**src/rtl/opamp_macro_pkg.sv**
```systemverilog
// Shared types, width constants and the saturating clamp for the op-amp macromodel.
package opamp_macro_pkg;

  localparam int PKG_W  = 16;
  localparam int PKG_GW = 12;
  localparam int DW     = PKG_W + 1;
  localparam int TW     = PKG_W + 1 + PKG_GW;
  // Working width of the lane: room for the gain product plus one more difference.
  localparam int CLW    = TW + DW;

  typedef enum logic [1:0] {
    IDLE = 2'd0,
    CALC = 2'd1,
    HOLD = 2'd2
  } state_e;

  function automatic logic signed [CLW-1:0] sat_clamp(
    input logic signed [CLW-1:0] value,
    input logic signed [CLW-1:0] lo,
    input logic signed [CLW-1:0] hi
  );
    logic signed [CLW-1:0] r;
    if (value < lo) begin
      r = lo;
    end else if (value > hi) begin
      r = hi;
    end else begin
      r = value;
    end
    return r;
  endfunction

endpackage

```
**src/rtl/opamp_macro_lane.sv**
```systemverilog
// Combinational single-channel step: gain, rail clamp, single pole, slew limit, output clamp.
module opamp_macro_lane
  import opamp_macro_pkg::*;
#(
  parameter int W          = PKG_W,
  parameter int GW         = PKG_GW,
  parameter int POLE_SHIFT = 4,
  parameter int SLEW       = 1024,
  parameter int VSAT       = 30000
) (
  input  logic signed [W-1:0]  in_p,
  input  logic signed [W-1:0]  in_n,
  input  logic        [GW-1:0] gain,
  input  logic signed [W-1:0]  y_cur,
  output logic signed [W-1:0]  y_next,
  output logic                 sat
);

  localparam logic signed [CLW-1:0] V_HI = CLW'(VSAT);
  localparam logic signed [CLW-1:0] V_LO = -V_HI;
  localparam logic signed [CLW-1:0] S_HI = CLW'(SLEW);
  localparam logic signed [CLW-1:0] S_LO = -S_HI;

  logic signed [CLW-1:0] p_ext_s, n_ext_s, g_ext_s, y_ext_s;
  logic signed [CLW-1:0] d_s, t_raw_s, t_s, p_s, s_s, y_new_s;

  // Per-sample datapath, evaluated wide enough that nothing wraps before a clamp.
  always_comb begin
    p_ext_s = {{(CLW-W){in_p[W-1]}}, in_p};
    n_ext_s = {{(CLW-W){in_n[W-1]}}, in_n};
    g_ext_s = {{(CLW-GW){1'b0}}, gain};
    y_ext_s = {{(CLW-W){y_cur[W-1]}}, y_cur};
    d_s     = p_ext_s - n_ext_s;
    t_raw_s = d_s * g_ext_s;
    t_s     = sat_clamp(t_raw_s, V_LO, V_HI);
    p_s     = (t_s - y_ext_s) >>> POLE_SHIFT;
    s_s     = sat_clamp(p_s, S_LO, S_HI);
    y_new_s = sat_clamp(y_ext_s + s_s, V_LO, V_HI);
    y_next  = W'(y_new_s);
    sat     = (t_s != t_raw_s) || (p_s != s_s);
  end

endmodule

```
**src/rtl/opamp_macro_tdm.sv**
```systemverilog
// Multi-channel op-amp macromodel: one shared lane walked over the channels per frame.
module opamp_macro_tdm
  import opamp_macro_pkg::*;
#(
  parameter int CH         = 4,
  parameter int W          = PKG_W,
  parameter int GW         = PKG_GW,
  parameter int POLE_SHIFT = 4,
  parameter int SLEW       = 1024,
  parameter int VSAT       = 30000
) (
  input  logic            clk,
  input  logic            rst,
  input  logic [GW-1:0]   gain,
  input  logic            in_valid,
  output logic            in_ready,
  input  logic [CH*W-1:0] in_p,
  input  logic [CH*W-1:0] in_n,
  output logic            out_valid,
  input  logic            out_ready,
  output logic [CH*W-1:0] out_y,
  output logic [CH-1:0]   out_sat
);

  localparam int CW = (CH > 1) ? $clog2(CH) : 1;

  state_e              state_q, state_d;
  logic [CW-1:0]       ch_q, ch_d;
  logic [CH*W-1:0]     in_p_q, in_p_d, in_n_q, in_n_d;
  logic [GW-1:0]       gain_q, gain_d;
  logic signed [W-1:0] y_q [CH];
  logic signed [W-1:0] y_d [CH];
  logic [CH-1:0]       sat_acc_q, sat_acc_d, out_sat_q, out_sat_d;
  logic [CH*W-1:0]     out_y_q, out_y_d;
  logic                in_ready_q, in_ready_d, out_valid_q, out_valid_d;

  logic signed [W-1:0] lane_p_s, lane_n_s, lane_y_s, lane_y_next_s;
  logic                lane_sat_s;

  assign lane_p_s = in_p_q[ch_q*W +: W];
  assign lane_n_s = in_n_q[ch_q*W +: W];
  assign lane_y_s = y_q[ch_q];

  opamp_macro_lane #(
    .W(W), .GW(GW), .POLE_SHIFT(POLE_SHIFT), .SLEW(SLEW), .VSAT(VSAT)
  ) u_lane (
    .in_p   (lane_p_s),
    .in_n   (lane_n_s),
    .gain   (gain_q),
    .y_cur  (lane_y_s),
    .y_next (lane_y_next_s),
    .sat    (lane_sat_s)
  );

  // Next-state logic: capture, per-channel walk, then hold the frame until taken.
  always_comb begin
    state_d     = state_q;
    ch_d        = ch_q;
    in_p_d      = in_p_q;
    in_n_d      = in_n_q;
    gain_d      = gain_q;
    y_d         = y_q;
    sat_acc_d   = sat_acc_q;
    out_y_d     = out_y_q;
    out_sat_d   = out_sat_q;
    in_ready_d  = in_ready_q;
    out_valid_d = out_valid_q;
    case (state_q)
      IDLE: begin
        if (in_valid && in_ready_q) begin
          in_p_d     = in_p;
          in_n_d     = in_n;
          gain_d     = gain;
          sat_acc_d  = '0;
          ch_d       = '0;
          in_ready_d = 1'b0;
          state_d    = CALC;
        end else begin
          in_ready_d = 1'b1;
        end
      end
      CALC: begin
        y_d[ch_q]       = lane_y_next_s;
        sat_acc_d[ch_q] = lane_sat_s;
        if (ch_q == CW'(CH - 1)) begin
          // Outputs change only here, so they stay frozen for the whole hold.
          for (int k = 0; k < CH; k++) begin
            out_y_d[k*W +: W] = y_d[k];
          end
          out_sat_d   = sat_acc_d;
          out_valid_d = 1'b1;
          ch_d        = '0;
          state_d     = HOLD;
        end else begin
          ch_d = ch_q + CW'(1);
        end
      end
      HOLD: begin
        if (out_ready) begin
          out_valid_d = 1'b0;
          in_ready_d  = 1'b1;
          state_d     = IDLE;
        end else begin
          out_valid_d = 1'b1;
        end
      end
      default: begin
        state_d     = IDLE;
        out_valid_d = 1'b0;
        in_ready_d  = 1'b0;
      end
    endcase
  end

  // State register with synchronous reset; reset also drops any frame in flight.
  always_ff @(posedge clk) begin
    if (rst) begin
      state_q     <= IDLE;
      ch_q        <= '0;
      in_p_q      <= '0;
      in_n_q      <= '0;
      gain_q      <= '0;
      y_q         <= '{default: '0};
      sat_acc_q   <= '0;
      out_y_q     <= '0;
      out_sat_q   <= '0;
      in_ready_q  <= 1'b0;
      out_valid_q <= 1'b0;
    end else begin
      state_q     <= state_d;
      ch_q        <= ch_d;
      in_p_q      <= in_p_d;
      in_n_q      <= in_n_d;
      gain_q      <= gain_d;
      y_q         <= y_d;
      sat_acc_q   <= sat_acc_d;
      out_y_q     <= out_y_d;
      out_sat_q   <= out_sat_d;
      in_ready_q  <= in_ready_d;
      out_valid_q <= out_valid_d;
    end
  end

  assign in_ready  = in_ready_q;
  assign out_valid = out_valid_q;
  assign out_y     = out_y_q;
  assign out_sat   = out_sat_q;

endmodule
```
**config.mk**
```make
export PLATFORM = sky130hd
export DESIGN_NAME = opamp_macro_tdm
export DESIGN_NICKNAME = d
export VERILOG_FILES = /design/src/rtl/opamp_macro_pkg.sv /design/src/rtl/opamp_macro_lane.sv /design/src/rtl/opamp_macro_tdm.sv
export SDC_FILE = /design/constraint.sdc
export NUM_CORES = 1
export LEC_CHECK = 0
export ABC_AREA = 1
export BUFFER_PORTS_ARGS = -buffer_cell sky130_fd_sc_hd__buf_2
export CORE_ASPECT_RATIO = 0.75
export CORE_MARGIN = 2
export CORE_UTILIZATION = 45
export CTS_CLUSTER_SIZE = 30
export DETAILED_ROUTE_END_ITERATION = 8
export REMOVE_ABC_BUFFERS = 1
export SLEW_MARGIN = 10
export SYNTH_ARGS = -nofsm -noshare
export SYNTH_HDL_FRONTEND = slang
export SYNTH_SLANG_ARGS = --single-unit
```
**constraint.sdc**
```tcl
create_clock -name clk -period 44 [get_ports clk]
set_input_delay 4.4 -clock clk [delete_from_list [all_inputs] [get_ports clk]]
set_output_delay 4.4 -clock clk [all_outputs]
set_load 0.05 [all_outputs]
```
-- Word level (Yosys, flattened, before mapping)
Index checks and enable logic that the tools add are counted.
- register bits after elaboration: 282
- output and inout bits: 70
- reductions and logical operators: 12
- shifts and indexed selects: 2
- mux-type cells: 30
- bitwise gates (word level): 3
- multipliers: 1
- magnitude comparators: 10
- equality and inequality tests: 8
- add/sub/neg operators: 4
- operators by type and width (kind ; number):
    $mux 46 ; 4
    $shiftx 64x7->16 ; 2
    $gt 46x16->1 const B ; 2
    $lt 46x16->1 const B ; 2
    $mux 16 ; 5
    $bwmux 64 ; 1
    $add 16x46->46 ; 1
    $mul 46x13->46 ; 1
    $ne 42x46->1 ; 1
    $ne 46x46->1 ; 1
    $sub 46x16->46 ; 1
    $gt 42x12->1 const B ; 1
    $lt 42x11->1 const B ; 1
    $bmux 16 s2 ; 1
    $demux 16 s2 ; 1
    $sub 16x16->17 ; 1
    $mux 2 ; 5
    $reduce_and 2->1 ; 5
    $pmux 4 s2 ; 1
    $ne 2x2->1 const B ; 3
    $pmux 1 s3 ; 2
    $pmux 2 s3 ; 1
    $mux 1 ; 5
    $bwmux 4 ; 1
    17 further kinds ; 21

-- Longest topological paths before layout
Gate-level depths: netlist of the first run.
- word-level depth: 15
- depth in mapped cells: 110

-- Modules after synthesis
From an unflattened synthesis of the first run, not the netlist that was laid out.
- cell total of the unflattened synthesis: 3999
- area, all modules: 26302.7 um^2
- by module, submodules not included (module ; cells an instance ; area each (um^2) ; instances):
    opamp_macro_lane ; 2401 ; 14681.6 ; 1
    opamp_macro_tdm ; 1598 ; 11621.1 ; 1

-- Worst setup path after synthesis of the first run
No wires, ideal clock.
- kind: register -> register
- start: reg ch_q[1]
- end: reg out_y_q[4], in the netlist out_y[4]
- arrival time: 14.737 ns
- cell stages (with the launch flop): 96
- path slack: 29.134 ns
- buffers on the path: 3
- required time: 43.871 ns
- period minus slack after synthesis: 14.866 ns
- cell sequence: dfxtp_1 > inv_1 > clkbuf_1 > clkbuf_1 > buf_1 > a21oi_1 > ha_1 > fa_1 > o21ai_0 > nand2_1 > nand2_1 > a21oi_1 > or2_2 > nand2_1 > a21oi_1 > or2_2 > nand2_1 > a21oi_1 > [... 60 more ...] > a21oi_1 > o21bai_1 > a21boi_2 > o21bai_1 > nand2_1 > nand2_1 > a21oi_1 > o21ai_0 > xnor2_1 > nand3_1 > nor3_1 > nand3_1 > nand2_2 > nand2_1 > inv_1 > nand3_1 > o21ai_0 > a21oi_1
- longest elaborated chain between the ends: 15
- ends and longest elaborated chain (item ; line ; source):
    from (decl) ; opamp_macro_tdm.sv:28 ; logic [CW-1:0] ch_q, ch_d;
    from (signal assigned) ; opamp_macro_tdm.sv:131 ; ch_q <= ch_d;
    $shiftx 64x7->16 (on tied branches) ; opamp_macro_tdm.sv:40, opamp_macro_tdm.sv:41 ;
    $sub 16x16->17 ; opamp_macro_lane.sv:33 ; d_s = p_ext_s - n_ext_s;
    $mul 46x13->46 ; opamp_macro_lane.sv:34 ; t_raw_s = d_s * g_ext_s;
    $gt 46x16->1 ; opamp_macro_pkg.sv:25 ; end else if (value > hi) begin
    $mux 46 ; opamp_macro_pkg.sv:25 ;
    $mux 46 ; opamp_macro_pkg.sv:23 ; if (value < lo) begin
    $sub 46x16->46 ; opamp_macro_lane.sv:36 ; p_s = (t_s - y_ext_s) >>> POLE_SHIFT;
    $gt 42x12->1 ; opamp_macro_pkg.sv:25 ;
    $mux 46 ; opamp_macro_pkg.sv:25 ;
    $mux 46 ; opamp_macro_pkg.sv:23 ;
    $add 16x46->46 ; opamp_macro_lane.sv:38 ; y_new_s = sat_clamp(y_ext_s + s_s, V_LO, V_HI);
    $gt 46x16->1 ; opamp_macro_pkg.sv:25 ;
    $mux 16 ; opamp_macro_pkg.sv:25 ;
    $mux 16 ; opamp_macro_pkg.sv:23 ;
    $bwmux 64 ; opamp_macro_tdm.sv:83 ; y_d[ch_q] = lane_y_next_s;
    to (signal assigned) ; opamp_macro_tdm.sv:137 ; out_y_q <= out_y_d;
    to (decl) ; opamp_macro_tdm.sv:34 ; logic [CH*W-1:0] out_y_q, out_y_d;
Several ways; a longest one is shown, not always the timed one. The select of a mux whose other input is x is not followed.
A chain may end at the register's enable or synchronous reset.

-- Worst setup path in the final report of the first run
- start: reg ch_q[0]
- end: reg out_y_q[2], in the netlist out_y[2]
Same word-level chain as after synthesis.

==> results of run 1 <==
cell families (layout without fill, tap and decap cells):
group,Yosys count,after routing,share of synthesized area
compound gates,861,861,0.162
flops,281,281,0.197
fa+ha+maj,378,378,0.212
buf+inv,988,1113,0.131
simple gates,1844,1844,0.270
other cells,0,1,0
xor+xnor,89,89,0.0282
cells in the mapped netlist, types with 4 or more instances:
cell and count:
a21o_1 5, a21oi_1 336, a21oi_2 4, a31oi_1 19, a32oi_1 17, and2_1 5, buf_1 10, clkbuf_1 148
clkinv_1 7, dfxtp_1 281, fa_1 179, ha_1 199, inv_1 812, inv_2 4, nand2_1 837, nand2_2 33
nand3_1 155, nand3_2 13, nand3b_1 15, nand4_1 49, nor2_1 647, nor2_2 13, nor3_1 32, nor4_1 15
o211ai_1 9, o21a_1 12, o21ai_0 391, o21ai_1 14, o21bai_1 13, o22ai_1 17, or2_2 20, xnor2_1 37
xor2_1 50
routing by layer:
layer  up-vias  wire, um  global-route usage
met1     12927     45200               0.421
met5         -        41                   0
met3        93      8640              0.0631
li1      14165         -                   -
met4         6      1230              0.0406
met2       918     34700               0.385
worst min-delay path, stage by stage (launching register included):
cell and delay, ns:
dfxtp_1 0.30, inv_1 0.05, a21oi_1 0.05
through the flow:
stage	worst slack [ns]	utilization	area [um^2]	hold slack, ns	cells
2_1_floorplan	25.35	-	27900	0.426	4276
3_3_place_gp	25.55	0.484	30300	0.437	5361
3_5_place_dp	25.43	0.484	30300	0.439	5361
4_1_cts	25.36	0.501	31300	0.448	5416
5_1_grt	23.41	0.501	31300	0.466	5417
6_report	25.33	0.501	31300	0.448	5417
cell type report:
| type | count | area [um^2] |
|---|---|---|
| fill | 6637 | 31200 |
| multi-input combinational | 3172 | 19200 |
| sequential | 281 | 5630 |
| inverter | 823 | 3100 |
| timing repair buffer | 235 | 1230 |
| tap | 850 | 1060 |
| clock buffer | 43 | 890 |
| clock inverter | 12 | 135 |
| antenna | 1 | 2.50 |
worst max-delay path by stage:
stage | startpoint | to | slack, ns | depth (start not counted)
after detailed placement | ch_q[0] | out_y[2] | 25.43 | 92
final | ch_q[0] | out_y[2] | 25.33 | 92
after global placement | ch_q[0] | out_y[34] | 25.55 | 92
after floorplan | ch_q[0] | y_q[1] | 25.35 | 86
after CTS | ch_q[0] | out_y[2] | 25.36 | 92
after global routing | ch_q[0] | out_y[18] | 23.41 | 92
registers in the layout, indices dropped and copies added (netlist names):
register / flops
in_n_q: 64
out_sat: 4
state_q: 2
out_y: 64
out_valid: 1
ch_q: 2
in_ready: 1
gain_q: 12
in_p_q: 64
sat_acc_q: 3
y_q: 64
cell usage in the layout (no fill, tap or decap), types with 16 or more instances in the layout:
| cell | netlist | routed |
|---|---|---|
| a21oi_1 | 336 | 336 |
| a31oi_1 | 19 | 19 |
| a32oi_1 | 17 | 16 |
| buf_2 | 3 | 213 |
| buf_4 | 2 | 22 |
| clkbuf_16 | 0 | 30 |
| dfxtp_1 | 281 | 280 |
| fa_1 | 179 | 179 |
| ha_1 | 199 | 199 |
| inv_1 | 812 | 809 |
| nand2_1 | 837 | 837 |
| nand2_2 | 33 | 33 |
| nand3_1 | 155 | 155 |
| nand4_1 | 49 | 49 |
| nor2_1 | 647 | 647 |
| nor3_1 | 32 | 31 |
| o21ai_0 | 391 | 391 |
| o22ai_1 | 17 | 17 |
| or2_2 | 20 | 20 |
| xnor2_1 | 37 | 37 |
| xor2_1 | 50 | 50 |
==> results.sh, run 1 <==
export IMPL_cpMostUsedCell="nand2_1"
export IMPL_worstReg2RegStart="ch_q[0]"
export IMPL_crit_path_end_kind="flop"
export IMPL_rsz0062_at_grt="false"
export IMPL_r2r_cells=92
export IMPL_drv_slew=0
export IMPL_crit_slowest_cell="xor2_4"
export IMPL_async_flop_share=0
export IMPL_worst_slew_pin_slew_ns=1.22
export IMPL_worstPathMaxFanout=58
export IMPL_wl_um=89800
export IMPL_ctsHoldBuffers=0
export IMPL_wl_per_cell_um=16.6
export IMPL_slowest_delay_ns=0.77
export IMPL_htree_levels=1
export IMPL_antenna_found_initial=5
export IMPL_die_area_mm2=0.0656
export IMPL_synth_top_cells_by_area="dfxtp_1 20%, fa_1 13%, nand2_1 11%"
export IMPL_crit_arrival_ns=19.18
export IMPL_io_buffers=213
export IMPL_num_rows=79
export IMPL_path_buf_inv=11
export IMPL_seq_area_frac_synth=0.197
export IMPL_final_hold_violation_count=0
export IMPL_vias=28109
export IMPL_worstSetupPathType="flop to flop"
export IMPL_nets=5065
export IMPL_grt_overflow=0
export IMPL_post_cts_resized=0
export IMPL_crit_required_ns=44.51
export IMPL_cts_made_buffers=30
export IMPL_finalCriticalPeriod_ns=18.67
export IMPL_hold_depth=2
export IMPL_grt_usage=0.272
export IMPL_clk_pin_slew_worst_paths_ns=0.06
export IMPL_yosysUniqueCellTypes=62
export IMPL_cts_tree="done"
export IMPL_cap_violations=0
export IMPL_die_w_um=295
export IMPL_clock_sinks=281
export IMPL_syn_to_final_growth_pct=9.44
export IMPL_synth_top_area_share=0.197
export IMPL_post_synth_cell_area_avg_um2=6.44
export IMPL_via_per_inst=5.19
export IMPL_dp_hpwl_um=70700
export IMPL_min_period_over_period=0.424
export IMPL_dr_pass1_iters=6
export IMPL_fin_worst_skew_ns=0.0197
export IMPL_netlist_area_mm2=0.0286
export IMPL_grt_max_degree=108
export IMPL_outcome="finished clean"
export IMPL_post_cts_buffers=0
export IMPL_synth_edf_count=0
export IMPL_drive_gt1_frac=0.0876
export IMPL_crit_path_start_kind="flop"
export IMPL_gp_congestion=0.979
export IMPL_synthFlopType="dfxtp_1"
export IMPL_grt_pass1_vias=26356
export IMPL_cts_buffer_depth=3
export IMPL_setup_viol=0
export IMPL_timing_rr_end="out_y[2]"
export IMPL_holdPathEnd="in_n_q[9]"
export IMPL_tns_ns=0
export IMPL_postRouteAntennaNets=0
export IMPL_hp_start="in_n_q[9]"
export IMPL_worstHoldPathType="flop to flop"
export IMPL_root_buffer="clkbuf_16"
export IMPL_die_height_um=222
export IMPL_drc=0
export IMPL_synthCells=4441
export IMPL_relSlewSlack=0.189
export IMPL_clk_latency_ns=0.57
export IMPL_yosys_warnings=0
export IMPL_yosysTopAreaCell="dfxtp_1"
export IMPL_crit_family="simple AND/OR/NAND/NOR gates"
export IMPL_start_util=0.458
export IMPL_io_pins=214
export IMPL_synth_seq_cells=281
export IMPL_grt_pass1_wl_um=144000
export IMPL_drt_iter0_drc=2382
export IMPL_coreArea_mm2=0.0625
export IMPL_r2r_slack_ns=25.33
export IMPL_clock_fmax_mhz=53.6
Power of run 1 is left out: the tool's default activity adds up to more than one toggle a clock period on the data nets, which glitch-free logic cannot reach.
==> run 2: changes to the inputs <==
--- a/config.mk
+++ b/config.mk
@@ -5,13 +5,14 @@
 export SDC_FILE = /design/constraint.sdc
 export NUM_CORES = 1
 export LEC_CHECK = 0
-export ABC_AREA = 1
+export ABC_AREA = 0
 export BUFFER_PORTS_ARGS = -buffer_cell sky130_fd_sc_hd__buf_2
 export CORE_ASPECT_RATIO = 0.75
 export CORE_MARGIN = 2
 export CORE_UTILIZATION = 45
 export CTS_CLUSTER_SIZE = 30
 export DETAILED_ROUTE_END_ITERATION = 8
+export PLACE_DENSITY = 0.65
 export REMOVE_ABC_BUFFERS = 1
 export SLEW_MARGIN = 10
 export SYNTH_ARGS = -nofsm -noshare
==> constraint.sdc (replaced) <==
create_clock -name clk -period 15.1 [get_ports clk]
set_input_delay 1.51 -clock clk [delete_from_list [all_inputs] [get_ports clk]]
set_output_delay 1.51 -clock clk [all_outputs]
set_load 0.05 [all_outputs]
==> run 2 against run 1 <==
Compared with the run above:
- the flow now finishes with violations (setup timing)
- cell area rose by 20%
- sequential share of layout area shrank 3.0 points
- register-to-register slack worse by 28 ns
- flip-flop and latch count stayed put
- via count rose by 0.30%
- first-iteration DRC count is 13% lower
- critical path depth fell by 10
- wire length decreased by 3.1%
- die area shrank 4.0%
- clock-buffer cell count grew 1
==> results.sh, run 2 <==
export IMPL_synth_top_area_share=0.205
export IMPL_yosys_warnings=0
export IMPL_cts_buffer_depth=3
export IMPL_layout_cells_non_filler=5143
export IMPL_worstPathMaxFanout=8
export IMPL_gp_congestion=0.955
export IMPL_grt_pass1_vias=27360
export IMPL_grt_max_degree=102
export IMPL_synthXorXnorAreaFrac=0.0386
export IMPL_slowest_delay_ns=0.57
export IMPL_clock_sinks=281
export IMPL_grt_overflow=0
export IMPL_yosys_area_share_simple=0.206
export IMPL_crit_path_end_kind="flop"
export IMPL_hold_depth=2
export IMPL_htree_levels=1
export IMPL_layout_commonest_cell="buf_4"
export IMPL_cap_violations=0
export IMPL_cp_endpoint="out_y[10]"
export IMPL_fin_worst_skew_ns=0.0171
export IMPL_crit_path_start_kind="flop"
export IMPL_synth_seq_cells=281
export IMPL_synth_common_cells="570 x nand2_1, 361 x a21oi_1, 338 x inv_1, 281 x dfxtp_1, 247 x nor2_1"
export IMPL_r2r_slack_ns=-2.48
export IMPL_grt_usage=0.271
export IMPL_outcome="finished with violations"
export IMPL_violations="setup timing"
export IMPL_crit_slowest_cell="fa_1"
export IMPL_ctsHoldBuffers=0
export IMPL_wl_um=87000
export IMPL_crit_cells=82
export IMPL_r2r_cells=82
export IMPL_io_buffers=213
export IMPL_rsz0062_at_grt="true"
export IMPL_postRouteAntennaNets=0
export IMPL_finalCriticalPeriod_ns=17.58
export IMPL_die_height_um=218
export IMPL_nets=4840
export IMPL_worstReg2RegStart="ch_q[0]"
export IMPL_root_buffer="clkbuf_16"
export IMPL_crit_family="compound AO/OA/AOI/OAI gates"
export IMPL_synth_adder_area_share=0.221
export IMPL_drive_gt1_frac=0.325
export IMPL_path_buf_inv=10
export IMPL_start_util=0.454
export IMPL_dr_pass1_iters=5
export IMPL_synth_area_mux_share=0.0409
export IMPL_num_rows=78
export IMPL_coreArea_mm2=0.0604
export IMPL_final_cell_mix="726 x buf_4, 540 x nand2_1, 327 x inv_1, 309 x a21oi_1, 279 x dfxtp_1"
export IMPL_relSlewSlack=0.287
export IMPL_dp_hpwl_um=65100
export IMPL_syn_to_final_growth_pct=36.6
export IMPL_drt_iter0_drc=2078
export IMPL_clk_latency_ns=0.56
export IMPL_synth_top_cells_by_area="dfxtp_1 21%, fa_1 13%, ha_1 9.1%"
export IMPL_synth_top_family_by_area="adder cells"
export IMPL_final_hold_violation_count=0
export IMPL_worst_slew_pin_slew_ns=1.07
export IMPL_drc=0
export IMPL_cpMostUsedCell="a21o_1"
export IMPL_timing_rr_end="out_y[10]"
export IMPL_wl_per_cell_um=16.9
export IMPL_clock_fmax_mhz=56.9
export IMPL_post_synth_cell_area_avg_um2=7.78
export IMPL_antenna_found_initial=2
export IMPL_synth_edf_count=0
export IMPL_async_flop_share=0
export IMPL_crit_required_ns=15.47
export IMPL_synth_compound_area_frac=0.210
export IMPL_grt_pass1_wl_um=141000
export IMPL_vias=28194
export IMPL_synthFlopType="dfxtp_1"
export IMPL_setup_viol=128
export IMPL_io_pins=214
export IMPL_via_per_inst=5.48
export IMPL_clk_pin_slew_worst_paths_ns=0.06
export IMPL_place_inst=5009
export IMPL_cts_made_buffers=30
export IMPL_min_period_over_period=1.16
export IMPL_yosysUniqueCellTypes=96
export IMPL_synthCells=3527
export IMPL_worstSetupPathType="flop to flop"
export IMPL_worstHoldPathType="flop to flop"
export IMPL_die_w_um=289
export IMPL_setup_slack_ns=-2.48
export IMPL_crit_arrival_ns=17.95
export IMPL_cts_tree="done"
export IMPL_critPathLaunch="ch_q[0]"
export IMPL_drv_slew=0
export IMPL_yosysMostFrequentCell="nand2_1"
export IMPL_yosysTopAreaCell="dfxtp_1"
export IMPL_netlist_area_mm2=0.0274
export IMPL_seq_area_frac_synth=0.205
export IMPL_die_area_mm2=0.0630
## run 2: changes by cell type after synthesis, moves of 69 or more
cell and change:
nand2_1 -267, inv_1 -474, nand3_1 -111, a211oi_1 +69, and2_1 +112, o21ai_0 -248
nor2_1 -400
## run 2: kinds of logic after synthesis
group,Yosys count
DFF,281
muxes,53
buffers and inverters,562
and+or+nand+nor,1229
AOI/OAI and AO/OA,903
adders and majority gates,378
xor gates and xnor gates,121
## run 2: final cells by class
cell class | instances | area [um^2]
multi-input cells | 2684 | 21400
inverters | 345 | 1290
flip-flops and latches | 281 | 5630
repair buffers | 976 | 7030
diodes | 1 | 2.50
well taps | 800 | 1000
clock buffers | 44 | 925
clock inverters | 12 | 118
fillers | 5187 | 23000
## run 2: what timing repair did
action                                  CTS  global route
endpoints found under the hold margin     0             0
pin swaps                               171           117
setup buffers                            49            29
cloned                                    1             1
endpoints found under the setup margin  128           128
resized for setup                       274           138
## run 2: worst register-to-register path: cells and delay by family, from the launching register on
| family | cells | cell delay [ns] |
|---|---|---|
| AO/OA/AOI/OAI | 32 | 5.93 |
| XOR/XNOR | 2 | 0.32 |
| adder cells (fa/ha/maj) | 9 | 3.45 |
| buffers and inverters | 10 | 1.27 |
| flip-flops | 1 | 0.36 |
| multiplexers | 1 | 0.54 |
| AND/OR/NAND/NOR | 28 | 5.50 |
## run 2: worst min-delay path by stage
stage | from | end
floorplan | y_q[0] | y_q[0]
global placement | in_p_q[35] | in_p_q[35]
detailed placement | in_p_q[30] | in_p_q[30]
CTS | in_p_q[30] | in_p_q[30]
global route | in_p_q[30] | in_p_q[30]
finish | in_n_q[32] | in_n_q[32]
## run 2: per-layer routing
layer	up-vias	wire length, um	track usage
li1	13645	-	-
met1	13509	42100	0.420
met2	970	36800	0.400
met3	68	7140	0.0445
met4	2	908	0.0385
met5	-	13	0
## run 2: through the flow
step	worst slack (ns)	instance area (um^2)	setup TNS, ns	utilization	hold slack, ns
final	-2.48	37400	-294.56	0.620	0.453
after global routing	-3.19	37400	-385.02	0.620	0.464
after CTS	-2.18	36500	-263.61	0.605	0.454
after detailed placement	-3.69	33900	-447.62	0.562	0.446
after global placement	-3.39	33900	-414.18	0.562	0.441
after floorplan	-7.46	26600	-837.83	-	0.423
Power of run 2 is left out for the same reason.
